`config.mk`:
```
export PLATFORM = sky130hd
export DESIGN_NAME = ex_mem_pipe_reg
export DESIGN_NICKNAME = d
export VERILOG_FILES = /design/src/rtl/ex_mem_pkg.sv /design/src/rtl/ex_mem_slot.sv /design/src/rtl/ex_mem_pipe_reg.sv
export SDC_FILE = /design/constraint.sdc
export NUM_CORES = 1
export LEC_CHECK = 0
export CORE_ASPECT_RATIO = 0.7
export CORE_MARGIN = 8
export CORE_UTILIZATION = 43
export CTS_CLUSTER_DIAMETER = 200
export DETAILED_ROUTE_END_ITERATION = 10
export PLACE_DENSITY = 0.81
export SLEW_MARGIN = 20
export SYNTH_ARGS = -nofsm -noshare
export SYNTH_HDL_FRONTEND = slang
export SYNTH_HIERARCHICAL = 1
export SYNTH_SLANG_ARGS = --single-unit
```
`constraint.sdc`:
```
create_clock -name clock -period 1.8 [get_ports clock]
set_input_delay 0.36 -clock clock [delete_from_list [all_inputs] [get_ports clock]]
set_output_delay 0.36 -clock clock [all_outputs]
set_load 0.01 [all_outputs]
```
`src/rtl/ex_mem_pkg.sv`:
```
//==============================================================================
// Module : ex_mem_pkg
// Brief  : Shared types, control-bit indices and default widths for EX/MEM.
// Rev    : 1.0
//==============================================================================
`default_nettype none

package ex_mem_pkg;

    localparam int DEF_DATA_W = 64;
    localparam int DEF_ADDR_W = 64;
    localparam int DEF_REG_W  = 5;
    localparam int CTRL_W     = 5;

    localparam int CTRL_BRANCH    = 0;
    localparam int CTRL_MEM_READ  = 1;
    localparam int CTRL_MEM_WRITE = 2;
    localparam int CTRL_MEM_TO_REG = 3;
    localparam int CTRL_REG_WRITE = 4;

    typedef struct packed {
        logic reg_write;
        logic mem_to_reg;
        logic mem_write;
        logic mem_read;
        logic branch;
    } ex_mem_ctrl_t;

endpackage

`default_nettype wire

```
`src/rtl/ex_mem_slot.sv`:
```
//==============================================================================
// Module : ex_mem_slot
// Brief  : One EX/MEM payload register set with load / clear / hold.
// Rev    : 1.0
//==============================================================================
`default_nettype none

module ex_mem_slot
    import ex_mem_pkg::*;
#(
    parameter int DATA_W = DEF_DATA_W,
    parameter int ADDR_W = DEF_ADDR_W,
    parameter int REG_W  = DEF_REG_W
) (
    input  logic              clock,
    input  logic              reset,
    input  logic              load,
    input  logic              clear,
    input  logic [REG_W-1:0]  in_rt,
    input  logic [DATA_W-1:0] in_data2,
    input  logic [CTRL_W-1:0] in_ctrl,
    input  logic [ADDR_W-1:0] in_br_target,
    input  logic              in_zero,
    input  logic [DATA_W-1:0] in_alu_result,
    input  logic              in_pc_src,
    output logic              out_valid,
    output logic [REG_W-1:0]  out_rt,
    output logic [DATA_W-1:0] out_data2,
    output logic [CTRL_W-1:0] out_ctrl,
    output logic [ADDR_W-1:0] out_br_target,
    output logic              out_zero,
    output logic [DATA_W-1:0] out_alu_result,
    output logic              out_pc_src
);

    logic              valid_q,      valid_d;
    logic [REG_W-1:0]  rt_q,         rt_d;
    logic [DATA_W-1:0] data2_q,      data2_d;
    ex_mem_ctrl_t      ctrl_q,       ctrl_d;
    logic [ADDR_W-1:0] br_target_q,  br_target_d;
    logic              zero_q,       zero_d;
    logic [DATA_W-1:0] alu_result_q, alu_result_d;
    logic              pc_src_q,     pc_src_d;

    // Clear wins over load so a squashed slot can never carry live enables.
    always_comb begin
        valid_d      = valid_q;
        rt_d         = rt_q;
        data2_d      = data2_q;
        ctrl_d       = ctrl_q;
        br_target_d  = br_target_q;
        zero_d       = zero_q;
        alu_result_d = alu_result_q;
        pc_src_d     = pc_src_q;
        if (clear) begin
            valid_d  = 1'b0;
            ctrl_d   = '0;
            pc_src_d = 1'b0;
        end else if (load) begin
            valid_d      = 1'b1;
            rt_d         = in_rt;
            data2_d      = in_data2;
            ctrl_d       = ex_mem_ctrl_t'(in_ctrl);
            br_target_d  = in_br_target;
            zero_d       = in_zero;
            alu_result_d = in_alu_result;
            pc_src_d     = in_pc_src;
        end
    end

    always_ff @(posedge clock) begin
        if (reset) begin
            valid_q      <= 1'b0;
            rt_q         <= '0;
            data2_q      <= '0;
            ctrl_q       <= '0;
            br_target_q  <= '0;
            zero_q       <= 1'b0;
            alu_result_q <= '0;
            pc_src_q     <= 1'b0;
        end else begin
            valid_q      <= valid_d;
            rt_q         <= rt_d;
            data2_q      <= data2_d;
            ctrl_q       <= ctrl_d;
            br_target_q  <= br_target_d;
            zero_q       <= zero_d;
            alu_result_q <= alu_result_d;
            pc_src_q     <= pc_src_d;
        end
    end

    assign out_valid      = valid_q;
    assign out_rt         = rt_q;
    assign out_data2      = data2_q;
    assign out_ctrl       = ctrl_q;
    assign out_br_target  = br_target_q;
    assign out_zero       = zero_q;
    assign out_alu_result = alu_result_q;
    assign out_pc_src     = pc_src_q;

endmodule

`default_nettype wire

```
`src/rtl/ex_mem_pipe_reg.sv`:
```
//==============================================================================
// Module : ex_mem_pipe_reg
// Brief  : EX/MEM pipeline register with valid/ready, stall, flush and a
//          registered branch decision. Define EXMEM_SKID_EN for a one-entry
//          skid buffer with a registered in_ready.
// Rev    : 1.0
//==============================================================================
`default_nettype none

module ex_mem_pipe_reg
    import ex_mem_pkg::*;
#(
    parameter int DATA_W = DEF_DATA_W,
    parameter int ADDR_W = DEF_ADDR_W,
    parameter int REG_W  = DEF_REG_W
) (
    input  logic              clock,
    input  logic              reset,
    input  logic              flush,
    input  logic              in_valid,
    output logic              in_ready,
    input  logic [REG_W-1:0]  in_rt,
    input  logic [DATA_W-1:0] in_data2,
    input  logic [CTRL_W-1:0] in_ctrl,
    input  logic [ADDR_W-1:0] in_br_target,
    input  logic              in_zero,
    input  logic [DATA_W-1:0] in_alu_result,
    output logic              out_valid,
    input  logic              out_ready,
    output logic [REG_W-1:0]  out_rt,
    output logic [DATA_W-1:0] out_data2,
    output logic [CTRL_W-1:0] out_ctrl,
    output logic [ADDR_W-1:0] out_br_target,
    output logic              out_zero,
    output logic [DATA_W-1:0] out_alu_result,
    output logic              out_pc_src
);

    logic w_in_fire;
    logic w_out_fire;
    logic w_in_pc_src;
    logic w_main_load;
    logic w_main_clear;

    logic [REG_W-1:0]  w_main_rt;
    logic [DATA_W-1:0] w_main_data2;
    logic [CTRL_W-1:0] w_main_ctrl;
    logic [ADDR_W-1:0] w_main_br_target;
    logic              w_main_zero;
    logic [DATA_W-1:0] w_main_alu_result;
    logic              w_main_pc_src;

    assign w_in_fire   = in_valid & in_ready;
    assign w_out_fire  = out_valid & out_ready;
    assign w_in_pc_src = in_ctrl[CTRL_BRANCH] & in_zero;

`ifdef EXMEM_SKID_EN
    logic              w_skid_valid;
    logic              w_skid_load;
    logic              w_skid_clear;
    logic              w_main_open;
    logic [REG_W-1:0]  w_skid_rt;
    logic [DATA_W-1:0] w_skid_data2;
    logic [CTRL_W-1:0] w_skid_ctrl;
    logic [ADDR_W-1:0] w_skid_br_target;
    logic              w_skid_zero;
    logic [DATA_W-1:0] w_skid_alu_result;
    logic              w_skid_pc_src;

    // Ready depends only on skid occupancy, breaking the out_ready->in_ready path.
    assign in_ready     = ~w_skid_valid;
    assign w_main_open  = ~out_valid | out_ready;
    assign w_main_load  = w_main_open & (w_skid_valid | w_in_fire) & ~flush;
    assign w_main_clear = flush | (w_out_fire & ~w_skid_valid & ~w_in_fire);
    assign w_skid_load  = w_in_fire & out_valid & ~out_ready & ~flush;
    assign w_skid_clear = flush | (w_skid_valid & out_ready);

    assign w_main_rt         = w_skid_valid ? w_skid_rt         : in_rt;
    assign w_main_data2      = w_skid_valid ? w_skid_data2      : in_data2;
    assign w_main_ctrl       = w_skid_valid ? w_skid_ctrl       : in_ctrl;
    assign w_main_br_target  = w_skid_valid ? w_skid_br_target  : in_br_target;
    assign w_main_zero       = w_skid_valid ? w_skid_zero       : in_zero;
    assign w_main_alu_result = w_skid_valid ? w_skid_alu_result : in_alu_result;
    assign w_main_pc_src     = w_skid_valid ? w_skid_pc_src     : w_in_pc_src;

    ex_mem_slot #(
        .DATA_W (DATA_W),
        .ADDR_W (ADDR_W),
        .REG_W  (REG_W)
    ) u_skid (
        .clock          (clock),
        .reset          (reset),
        .load           (w_skid_load),
        .clear          (w_skid_clear),
        .in_rt          (in_rt),
        .in_data2       (in_data2),
        .in_ctrl        (in_ctrl),
        .in_br_target   (in_br_target),
        .in_zero        (in_zero),
        .in_alu_result  (in_alu_result),
        .in_pc_src      (w_in_pc_src),
        .out_valid      (w_skid_valid),
        .out_rt         (w_skid_rt),
        .out_data2      (w_skid_data2),
        .out_ctrl       (w_skid_ctrl),
        .out_br_target  (w_skid_br_target),
        .out_zero       (w_skid_zero),
        .out_alu_result (w_skid_alu_result),
        .out_pc_src     (w_skid_pc_src)
    );
`else
    assign in_ready     = ~out_valid | out_ready;
    assign w_main_load  = w_in_fire & ~flush;
    assign w_main_clear = flush | (w_out_fire & ~w_in_fire);

    assign w_main_rt         = in_rt;
    assign w_main_data2      = in_data2;
    assign w_main_ctrl       = in_ctrl;
    assign w_main_br_target  = in_br_target;
    assign w_main_zero       = in_zero;
    assign w_main_alu_result = in_alu_result;
    assign w_main_pc_src     = w_in_pc_src;
`endif

    ex_mem_slot #(
        .DATA_W (DATA_W),
        .ADDR_W (ADDR_W),
        .REG_W  (REG_W)
    ) u_main (
        .clock          (clock),
        .reset          (reset),
        .load           (w_main_load),
        .clear          (w_main_clear),
        .in_rt          (w_main_rt),
        .in_data2       (w_main_data2),
        .in_ctrl        (w_main_ctrl),
        .in_br_target   (w_main_br_target),
        .in_zero        (w_main_zero),
        .in_alu_result  (w_main_alu_result),
        .in_pc_src      (w_main_pc_src),
        .out_valid      (out_valid),
        .out_rt         (out_rt),
        .out_data2      (out_data2),
        .out_ctrl       (out_ctrl),
        .out_br_target  (out_br_target),
        .out_zero       (out_zero),
        .out_alu_result (out_alu_result),
        .out_pc_src     (out_pc_src)
    );

endmodule

`default_nettype wire

```
==> After elaboration in Yosys (flattened, before gate mapping) <==
Index checks and enable logic that the tools add are counted.
{ "totals": {"output_inout_bits": 206, "inputBits": 208, "word_cells": 25, "regBits": 205} }
{ "op_classes": {"n_reduce_logical": 2, "bitwise_logic": 11} }
{ "ops": {"columns": ["operator", "n"], "rows": [
  ["1-bit AND", 5],
  ["1-bit inverter", 4],
  ["1-bit OR", 2],
  ["2-bit AND reduction", 1],
  ["2-bit OR reduction", 1]
]} }

==> Logic depth before layout (Yosys ltp) <==
{ "logic_depth": {"ltp_word": 8, "mapped_depth": 8, "ltp_nobuf": 4} }

==> By module <==
Netlist, hierarchy kept.
{ "modules_own_cells": {"columns": ["mod", "n_inst", "seq_area_each_um2", "cells_each", "area_per_inst_um2"], "rows": [
  ["ex_mem_slot", 1, 4103.9, 927, 9736.8],
  ["ex_mem_pipe_reg", 1, 0.0, 5, 40.0]
]} }

==> Worst setup path after synthesis <==
No wires, ideal clock.
{ "synth_timing": {"path_kind": "reg2reg", "from": "register u_main.valid_q (netlist: u_main/out_valid)", "to": "register u_main.br_target_q[17] (netlist: u_main/out_br_target[17])", "path_stages_with_launch": 8, "arrival_ps": 1469, "period_less_slack_ps": 1585, "setup_ps": 116, "required_ps": 1684, "slack_ps": 215, "n_path_buf": 3, "cell_sequence": "dfxtp_1 nand2_1 o21bai_1 buf_6 buf_6 clkbuf_1 nand4bb_1 o21ai_2"} }
{ "synth_via": {"elab_chain_len": 8, "elab_cells_between_ends": 10, "cone_classes": "bitwise (9); reduce/logical (1)"} }
{ "synth_lines": {"columns": ["element", "line_no", "source"], "rows": [
  ["from (decl)", "ex_mem_slot.sv:36", "logic valid_q, valid_d;"],
  ["from (signal assigned)", "ex_mem_slot.sv:82", "valid_q <= valid_d;"],
  ["1-bit inverter", "ex_mem_pipe_reg.sv:112", "assign in_ready = ~out_valid | out_ready;"],
  ["1-bit OR", "ex_mem_pipe_reg.sv:112", null],
  ["1-bit AND", "ex_mem_pipe_reg.sv:53", "assign w_in_fire = in_valid & in_ready;"],
  ["1-bit inverter", "ex_mem_pipe_reg.sv:114", "assign w_main_clear = flush | (w_out_fire & ~w_in_fire);"],
  ["1-bit AND *", "ex_mem_pipe_reg.sv:114", null],
  ["1-bit OR *", "ex_mem_pipe_reg.sv:114", null],
  ["via w_main_clear", "ex_mem_pipe_reg.sv:43", "logic w_main_clear;"],
  ["1-bit inverter (no source line) *", null, null],
  ["2-bit AND reduction (no source line) *", null, null],
  ["to (signal assigned)", "ex_mem_slot.sv:86", "br_target_q <= br_target_d;"],
  ["to (decl)", "ex_mem_slot.sv:40", "logic [ADDR_W-1:0] br_target_q, br_target_d;"]
]} }
Mark *: on every way through the listed nets, which the timed path passes. The rest lies on a longest branch.
A chain may end at the register's enable or synchronous reset.

==> Final worst setup path <==
{ "layout_timing": {"from": "register u_main.br_target_q[18] (netlist: u_main/out_br_target[18])", "to": "output port out_br_target[18]"} }
{ "layout_lines": {"columns": ["element", "line_no", "source"], "rows": [
  ["to (decl)", "ex_mem_pipe_reg.sv:33", "output logic [ADDR_W-1:0] out_br_target,"]
]} }
No word-level cell between the ends.

==> impl_metrics.json <==
{
  "syn-num-nets": 1140,
  "viasPerCell": 5.20,
  "hp-start": "reset",
  "clk_path_buf_depth": 3,
  "ir_worst_vdd_mv": 0.534,
  "fin_tns_setup_ns": 0,
  "status": "finished clean",
  "drtPass1Iterations": 5,
  "grt_max_degree": 103,
  "reg2reg_depth": 6,
  "die-area_sq_um": 27900,
  "path_class": "flop to output pin",
  "crit_path_max_fanout": 2,
  "syn_area_per_cell_sq_um": 10.5,
  "switching_share_pct": 23.8,
  "grt_setup_unrepaired": "no",
  "hold_viol": 0,
  "tritoncts": "yes",
  "clkLatencyLatePin_ns": 0.49,
  "p_leak_nw": 5.70,
  "synth-seq-cells": 205,
  "synth_cells": 932,
  "gp_congestion": 0.790,
  "netlist_area_sq_um": 9780,
  "critPathLaunch": "u_main/out_br_target[18]$_SDFFE_PP0P_",
  "ios": 414,
  "cts_hold_buf": 0,
  "hold_depth": 3,
  "layout.nets": 1506,
  "die-width_microns": 196,
  "max_cap_violations": 0,
  "cts_buffers": 21,
  "pwr-share-seq_pct": 44.9,
  "die_h_microns": 142,
  "fin_crit_ns": 1.78,
  "clock-sinks": 205,
  "hold_path.class": "input port to flop",
  "total_switching_power_mw": 2.54,
  "final-setup-viol-count": 0,
  "required_ns": 1.44,
  "grtUsageTotal_pct": 21.8,
  "power_frac_clock_pct": 38.8,
  "cp.depth": 1,
  "synth_cell_types": 22,
  "syn_to_final_growth_pct": 52.9,
  "drc_errors": 0,
  "r2r_start": "u_main/out_valid$_SDFFE_PP0P_",
  "combPwrFrac_pct": 16.3,
  "clock.fmax_ghz": 0.563,
  "crit_buf_inv": 1,
  "gr-total-overflow": 0,
  "drive_above_1_share_pct": 13.6,
  "critPathSlowestCell": "clkdlybuf4s50_1",
  "ant_nets": 0,
  "core_sq_um": 22500,
  "antenna_found_initial": 0,
  "fin_skew_ns": 0.00625,
  "slew_headroom_pct": 77.3,
  "row_count": 46,
  "crit_chain": "clkdlybuf4s50_1",
  "critPathArrivalTime_ns": 1.42,
  "drt-total-wl_microns": 32400,
  "period_share_pct": 98.7,
  "cts_max_level": 1,
  "path_clk_slew_ns": 0.07,
  "grt_pass1_vias": 8690,
  "start_util_pct": 43.4,
  "crit_family": "buffers and inverters",
  "dp_hpwl_microns": 23200,
  "end_kind": "output pin",
  "ys_seq_area_share_pct": 42.0,
  "instances_no_fill": 1619,
  "yosysTopAreaCell": "dfxtp_1",
  "dp.cells": 1587,
  "synth_top_area_share_pct": 42.0,
  "first_iter_violations": 417,
  "cpPeakStageDelay_ns": 0.56,
  "power_density_nw_per_um2": 713,
  "yosysWarnings": 6,
  "internal_power_mw": 8.12,
  "wl_per_cell_microns": 20.0,
  "drv_slew": 0,
  "tightest_slew_ns": 0.340,
  "startpoint_type": "flop",
  "portBuffers": 413,
  "route.vias.total": 8411,
  "synthTopCellsByArea": "dfxtp_1 42%, nand4bb_1 23%, nand2b_1 13%",
  "grt_pass1_wl_microns": 49600,
  "cts-root-buf": "clkbuf_16",
  "p_total_mw": 10.7,
  "antennaDiodeCount": 0
}
==> layout by cell type (no fill, tap or decap), types with 2 or more instances in the layout <==
| cell type | count |
|---|---|
| clkbuf_8 | 6 |
| clkinvlp_4 | 2 |
| dfxtp_1 | 205 |
| o21ai_1 | 67 |
| nand4bb_1 | 198 |
| buf_4 | 18 |
| mux2i_1 | 6 |
| nand2b_1 | 198 |
| o21ai_2 | 100 |
| nor2_1 | 8 |
| buf_12 | 24 |
| dlygate4sd2_1 | 13 |
| o21ai_0 | 31 |
| clkbuf_16 | 21 |
| clkdlybuf4s50_1 | 365 |
| dlymetal6s2s_1 | 34 |
| clkinv_2 | 2 |
==> kinds of logic (layout without fill, tap and decap cells) <==
group	count (synthesis)	after routing	synth area share, %
mux	6	6	0.614
simple gates	410	410	36.3
buf+inv	112	487	7.04
compound gates	199	199	14.1
flops	205	205	42.0
==> path summary, 6_finish.rpt <==
path,to,slack [ns]
max,out_br_target[18],0.02
min,u_main/out_alu_result[10]$_SDFFE_PP0P_,0.31
max reg2reg,u_main/out_rt[2]$_SDFFE_PP0P_,0.28
min reg2reg,u_main/out_alu_result[41]$_SDFFE_PP0P_,0.46
==> cell usage after synthesis <==
| cell | number |
|---|---|
| and2_1 | 1 |
| and3b_1 | 1 |
| buf_1 | 8 |
| buf_12 | 11 |
| buf_2 | 5 |
| buf_4 | 4 |
| buf_6 | 8 |
| clkbuf_1 | 70 |
| clkbuf_2 | 6 |
| dfxtp_1 | 205 |
| mux2i_1 | 6 |
| nand2_1 | 1 |
| nand2b_1 | 198 |
| nand2b_4 | 1 |
| nand4bb_1 | 198 |
| nor2_1 | 8 |
| nor2b_4 | 1 |
| o21ai_0 | 31 |
| o21ai_1 | 67 |
| o21ai_2 | 100 |
| o21bai_1 | 1 |
| or2_1 | 1 |
==> sequential cells by signal (all words and copies together), names as in the netlist <==
| name | flops |
|---|---|
| u_main/out_zero | 1 |
| u_main/out_rt | 5 |
| u_main/out_pc_src | 1 |
| u_main/out_ctrl | 5 |
| u_main/out_valid | 1 |
| u_main/out_data2 | 64 |
| u_main/out_alu_result | 64 |
| u_main/out_br_target | 64 |
==> worst register-to-register path, delay by kind of cell (launching register included) <==
kind | cells | cell delay (ns)
AOI/OAI and AO/OA | 2 | 0.31
buffers and inverters | 2 | 0.41
DFF | 1 | 0.41
and+or+nand+nor | 2 | 0.26
==> per-layer routing <==
layer | global-route usage, % | share of wire, % | vias to the layer above | routed length (microns)
met5 | 0 | 0 | - | 0
met1 | 25.8 | 41 | 3967 | 13300
li1 | - | - | 4081 | -
met4 | 7.56 | 3.4 | 0 | 1100
met3 | 7.96 | 9.0 | 61 | 2910
met2 | 36.3 | 47 | 302 | 15200
==> power groups by stage <==
stage / registers (mW) / clock network, mW / logic, mW
2_1_floorplan: 4.94 / 0 / 0.698
3_3_place_gp: 4.88 / 0 / 1.74
3_5_place_dp: 4.88 / 0 / 1.75
4_1_cts: 4.78 / 4.25 / 1.76
5_1_grt: 4.80 / 4.41 / 1.85
6_report: 4.78 / 4.14 / 1.74
==> layout make-up <==
type                       count  area (sq um)
tap                          312           390
timing repair buffer         455          4820
multi-input combinational    615          5000
clock buffer                  28           612
fill                        1689          7550
sequential                   205          4100
clock inverter                 4          25.0
==> per-stage QoR <==
step           utilization (%)  cell area (sq um)  setup WS [ns]  hold slack [ns]
2_1_floorplan                -               9780          0.215            0.486
3_3_place_gp              63.3              14200         -0.177            0.451
3_5_place_dp              63.3              14200         -0.217            0.453
4_1_cts                   66.1              14900       0.000122            0.305
5_1_grt                   66.4              15000       0.000403            0.322
6_report                  66.4              15000         0.0236            0.312
==> repair_timing <==
action                                  4_1_cts  5_1_grt
setup buffers                                 0        0
endpoints found under the setup margin       13       34
gates resized for setup                      13       34
(Power assumes the default switching activity.)
